--- config.mk ---
export PLATFORM = sky130hd
export DESIGN_NAME = store_buffer
export DESIGN_NICKNAME = d
export VERILOG_FILES = /design/src/rtl/store_buffer.sv
export SDC_FILE = /design/constraint.sdc
export NUM_CORES = 2
export LEC_CHECK = 0
export CORE_AREA = 2 2 282 396
export CTS_CLUSTER_DIAMETER = 50
export DETAILED_ROUTE_END_ITERATION = 10
export DIE_AREA = 0 0 284 398
export PLACE_DENSITY_LB_ADDON = 0.08
export SLEW_MARGIN = 20
export SYNTH_ARGS = -nofsm -noshare
export SYNTH_HDL_FRONTEND = slang
export SYNTH_SLANG_ARGS = --single-unit
--- constraint.sdc ---
create_clock -name clk -period 38.8 [get_ports clk]
set_input_delay 7.76 -clock clk [delete_from_list [all_inputs] [get_ports clk]]
set_output_delay 7.76 -clock clk [all_outputs]
set_load 0.1 [all_outputs]
--- src/rtl/store_buffer.sv ---
// Committed-store buffer: circular FIFO of retired stores drained in order toward the DCache
// write port, with combinational youngest-first store-to-load forwarding.
module store_buffer #(
  parameter  int unsigned DEPTH     = 8,
  localparam int unsigned CNT_WIDTH = $clog2(DEPTH + 1)
) (
  input  logic                 clk,
  input  logic                 a_rst,
  input  logic                 st_valid_i,
  output logic                 st_ready_o,
  input  logic [31:0]          st_addr_i,
  input  logic [31:0]          st_data_i,
  input  logic [3:0]           st_strb_i,
  output logic                 wr_valid_o,
  input  logic                 wr_ready_i,
  output logic [31:0]          wr_addr_o,
  output logic [31:0]          wr_data_o,
  output logic [3:0]           wr_strb_o,
  input  logic [31:0]          fwd_addr_i,
  output logic                 fwd_hit_o,
  output logic [3:0]           fwd_strb_o,
  output logic [31:0]          fwd_data_o,
  output logic                 empty_o,
  output logic                 full_o,
  output logic [CNT_WIDTH-1:0] count_o
);

  localparam int unsigned PtrW = $clog2(DEPTH);

  logic [29:0]          addr_q  [DEPTH];
  logic [31:0]          data_q  [DEPTH];
  logic [3:0]           strb_q  [DEPTH];
  logic [DEPTH-1:0]     valid_q;
  logic [PtrW-1:0]      head_q, tail_q;
  logic [CNT_WIDTH-1:0] count_q, count_d;

  logic enq, deq;
  logic [PtrW-1:0] idx;

  // Word-offset bits are don't-care on both address inputs.
  logic unused_addr_lsbs;
  assign unused_addr_lsbs = ^{st_addr_i[1:0], fwd_addr_i[1:0]};

  // Status and write-port payload straight from registered state.
  always_comb begin
    empty_o    = (count_q == '0);
    full_o     = (count_q == CNT_WIDTH'(DEPTH));
    st_ready_o = !full_o;
    count_o    = count_q;
    wr_valid_o = !empty_o;
    wr_addr_o  = {addr_q[head_q], 2'b00};
    wr_data_o  = data_q[head_q];
    wr_strb_o  = strb_q[head_q];
    enq        = st_valid_i && st_ready_o;
    deq        = wr_valid_o && wr_ready_i;
  end

  // Occupancy next-state; simultaneous enqueue and dequeue leaves it unchanged.
  always_comb begin
    count_d = count_q;
    unique case ({enq, deq})
      2'b10:   count_d = count_q + 1'b1;
      2'b01:   count_d = count_q - 1'b1;
      default: count_d = count_q;
    endcase
  end

  // Forwarding: walk oldest to youngest from the head so younger matches overwrite older lanes,
  // which keeps priority correct across pointer wrap.
  always_comb begin
    fwd_strb_o = '0;
    fwd_data_o = '0;
    idx        = '0;
    for (int i = 0; i < DEPTH; i++) begin
      idx = head_q + PtrW'(i);
      if (valid_q[idx] && (addr_q[idx] == fwd_addr_i[31:2])) begin
        for (int b = 0; b < 4; b++) begin
          if (strb_q[idx][b]) begin
            fwd_strb_o[b]        = 1'b1;
            fwd_data_o[8*b +: 8] = data_q[idx][8*b +: 8];
          end
        end
      end
    end
    fwd_hit_o = |fwd_strb_o;
  end

  // Pointers, count and entry storage.
  always_ff @(posedge clk or posedge a_rst) begin
    if (a_rst) begin
      head_q  <= '0;
      tail_q  <= '0;
      count_q <= '0;
      valid_q <= '0;
      for (int i = 0; i < DEPTH; i++) begin
        addr_q[i] <= '0;
        data_q[i] <= '0;
        strb_q[i] <= '0;
      end
    end else begin
      count_q <= count_d;
      // Enqueue never targets the head slot while a dequeue is possible (not full => tail != head
      // unless empty), so the two valid-bit updates cannot collide.
      if (deq) begin
        valid_q[head_q] <= 1'b0;
        head_q          <= head_q + 1'b1;
      end
      if (enq) begin
        addr_q[tail_q]  <= st_addr_i[31:2];
        data_q[tail_q]  <= st_data_i;
        strb_q[tail_q]  <= st_strb_i;
        valid_q[tail_q] <= 1'b1;
        tail_q          <= tail_q + 1'b1;
      end
    end
  end

endmodule

==> metrics.md <==
| Metric | Value |
|---|---|
| CTS buffer count | 75 |
| GP Congestion | 1.05 |
| Grt total ovfl | 0 |
| Non-filler cells in the finished layout | 5626 |
| H-tree levels | 3 |
| Syn avg cell area | 11.9 sq um |
| Fin nets | 4214 |
| Sum Neg Setup Slack | 0 ns |
| Pre-CTS setup slack | 17.16 ns |
| Fmax | 46.2 MHz |
| Setup Viol. Count Final | 0 |
| Seq cells post-synth | 546 |
| Max Cap Viol | 1 |
| Clock latency on the worst-skew pair | between 0.6 and 0.7 ns |
| Synth Flop Type | dfrtp_1 |
| # IOs | 217 |
| Critical Path AT | 13.87 ns |
| Synthesized cell area | between 40000 and 50000 sq um |
| Tcrit/Tclk final | 55.8% |
| Synth warn | 0 |
| CP required | just over 30 ns |
| Buffers on Ports | 210 |
| First-pass GRT wire length | 269000 um |
| Synth top area cells | dfrtp_1 28%, mux4_2 27%, mux2_2 14% |
| Gr usage total | 32.1% |
| Final wirelength | 183000 um |
| Number of distinct library cells after synthesis | 88 |
| Final Max Slew Viols | 0 |
| Initial antenna violation count | 9 |
| Register area share after synthesis | around 28% |
| Clock Root Buffer | clkbuf_16 |
| Setup CP Type | in2out |
| Crit path launch type | primary input |
| HP Class | reg2reg |
| Worst-path fanout max | 14 |
| Clock Skew | 0.0200 ns |
| Starting density of the core | 44.7% |
| Post-CTS Hold Buffers | 0 |
| Dominant cell type by area after synthesis | dfrtp_1 |
| DP Cell Count | approximately 5500 |
| Layout cells sized above 1 | 34.8% |
| Postcts setup bufs | 0 |
| Shortest period the worst path allows | 21.63 ns |
| Synth-to-layout area growth | 11.1% |
| Status | finished with violations |
| Clock buffer depth | 3 |
| Drt initial violations | 3229 |
| Max-Slew Margin vs Limit | 1.69% |
| Vias per inst | 6.91 |
| Clk slew on worst S/H paths | 0.06 ns |
| DR vias | 38900 |
| Post-CTS sizing | 0 |
| DRC | 0 |
| Vias in the first global route | 38300 |
| Die Ht | 398 um |
| RSZ-0062 raised after global routing | false |
| Cell row count | around 140 |
| Least-Margin Pin Slew | 1.46 ns |
| Drt pass-1 iters | 7 |
| Most frequent cell after synthesis | mux2_2 |
| Post-synthesis cell count | 4109 |
| Worst hold margin | roughly 0.52 ns |
| DP Wirelength | 125000 um |
| Critical path endpoint category | output port |
| Post-route ant nets | 0 |
| Worst setup margin | 17.17 ns |
| Core area | roughly 110000 sq um |
| Asr flop ratio synth | 100% |
| Number of synthesized flops with an enable pin | 0 |
| Die ar. | ~110000 sq um |
| Clk sink count | 546 |
| Largest net degree at the start of global routing | 157 |
| Top cell type's share of synthesized area | 27.9% |
| Hold Violations, Final | 0 |
| # fillers | 10100 |
| CTS tree | done |
| Top post-synthesis cells by count | 588 x mux2_2, 578 x mux4_2, 546 x dfrtp_1 |
| Failing checks | max-capacitance violations |
| Avg WL per Cell | 32.5 um |
| Die W | 284 um |
flip-flops by register name, indices dropped and copies added, names as in the netlist:
signal / cells
data_q: 256
valid_q: 8
tail_q: 3
count_o: 4
strb_q: 32
head_q: 3
addr_q: 240
cell type report:
type | instances | area (sq um) | area share, %
multi-input cells | 3145 | 33300 | 61.2
well taps | 1460 | 1830 | 3.36
clock buffers | 92 | 2100 | 3.85
flip-flops and latches | 546 | 13700 | 25.1
inverters | 34 | 139 | 0.255
repair buffers | 297 | 2850 | 5.23
clock inverters | 45 | 493 | 0.906
diodes | 7 | 17.5 | 0.0322
layer usage:
layer,vias up,GRT usage [%],part of all wire [%]
li1,16300,-,-
met1,20400,38.1,37
met2,1673,53.8,49
met3,487,5.13,6.4
met4,6,21.7,7.6
met5,-,0,0.022
cells in the final DEF (no fill, tap or decap), drive strengths merged, types with 10 or more instances in the layout:
cell type and count:
mux4 578, o22ai 53, nand2b 11, nand2 495, mux2 589, and2 39
dfrtp 546, nor4 26, nor3b 13, a311oi 28, inv 36, o2111ai 13
nor2 81, nand3 60, a21oi 46, a211oi 41, ha 10, and3 13
clkdlybuf4s50 210, o211ai 54, nand4 77, a32o 16, xnor2 181, o21ai 43
nor2b 23, a221oi 21, a21boi 46, or3 22, xor2 25, a221o 25
clkbuf 92, mux2i 303, buf 87, o221ai 51, nor3 25, clkinv 28
a22oi 19
critical path, stage by stage:
cell,delay (ns)
clkdlybuf4s50_1,0.97
xnor2_1,0.47
nor4_1,0.70
nand4_1,0.48
nor4_1,0.43
buf_4,0.23
a21boi_2,0.65
nand3b_1,0.58
o211ai_1,0.20
a221o_1,0.39
clkdlybuf4s50_1,0.98
path summary, 6_finish.rpt:
check                                 to  slack (ns)            from  depth (start not counted)
hold reg to reg               count_o[3]        0.52      count_o[3]                          1
setup / recovery           fwd_data_o[8]       17.17  fwd_addr_i[15]                         11
setup reg to reg              data_q[48]       35.08      count_o[0]                          8
hold / removal                count_o[3]        0.52      count_o[3]                          1
max in group asynchronous    addr_q[137]       27.57           a_rst                          6
min in group asynchronous     data_q[52]        7.54           a_rst                          2
cells by family (layout without fill, tap and decap cells):
group                    Yosys count  count (layout)  synth area share, %
adder cells (fa/ha/maj)           11              11                0.296
AND/OR/NAND/NOR                  923             923                 9.04
buffers and inverters            419             468                 4.47
flip-flops                       546             546                 27.9
multiplexers                    1470            1470                 46.3
other                              1               9              0.00766
AO/OA/AOI/OAI                    533             533                 8.26
XOR/XNOR                         206             206                 3.71
through the flow:
stage                     area [sq um]  util (%)
after floorplan                  49000         -
after global placement           51800      47.3
after detailed placement         51800      47.3
after CTS                        54400      49.6
after global routing             54400      49.7
final                            54400      49.7
Power is left out: the tool's default activity adds up to more than one toggle a clock period on the data nets, which glitch-free logic cannot reach.
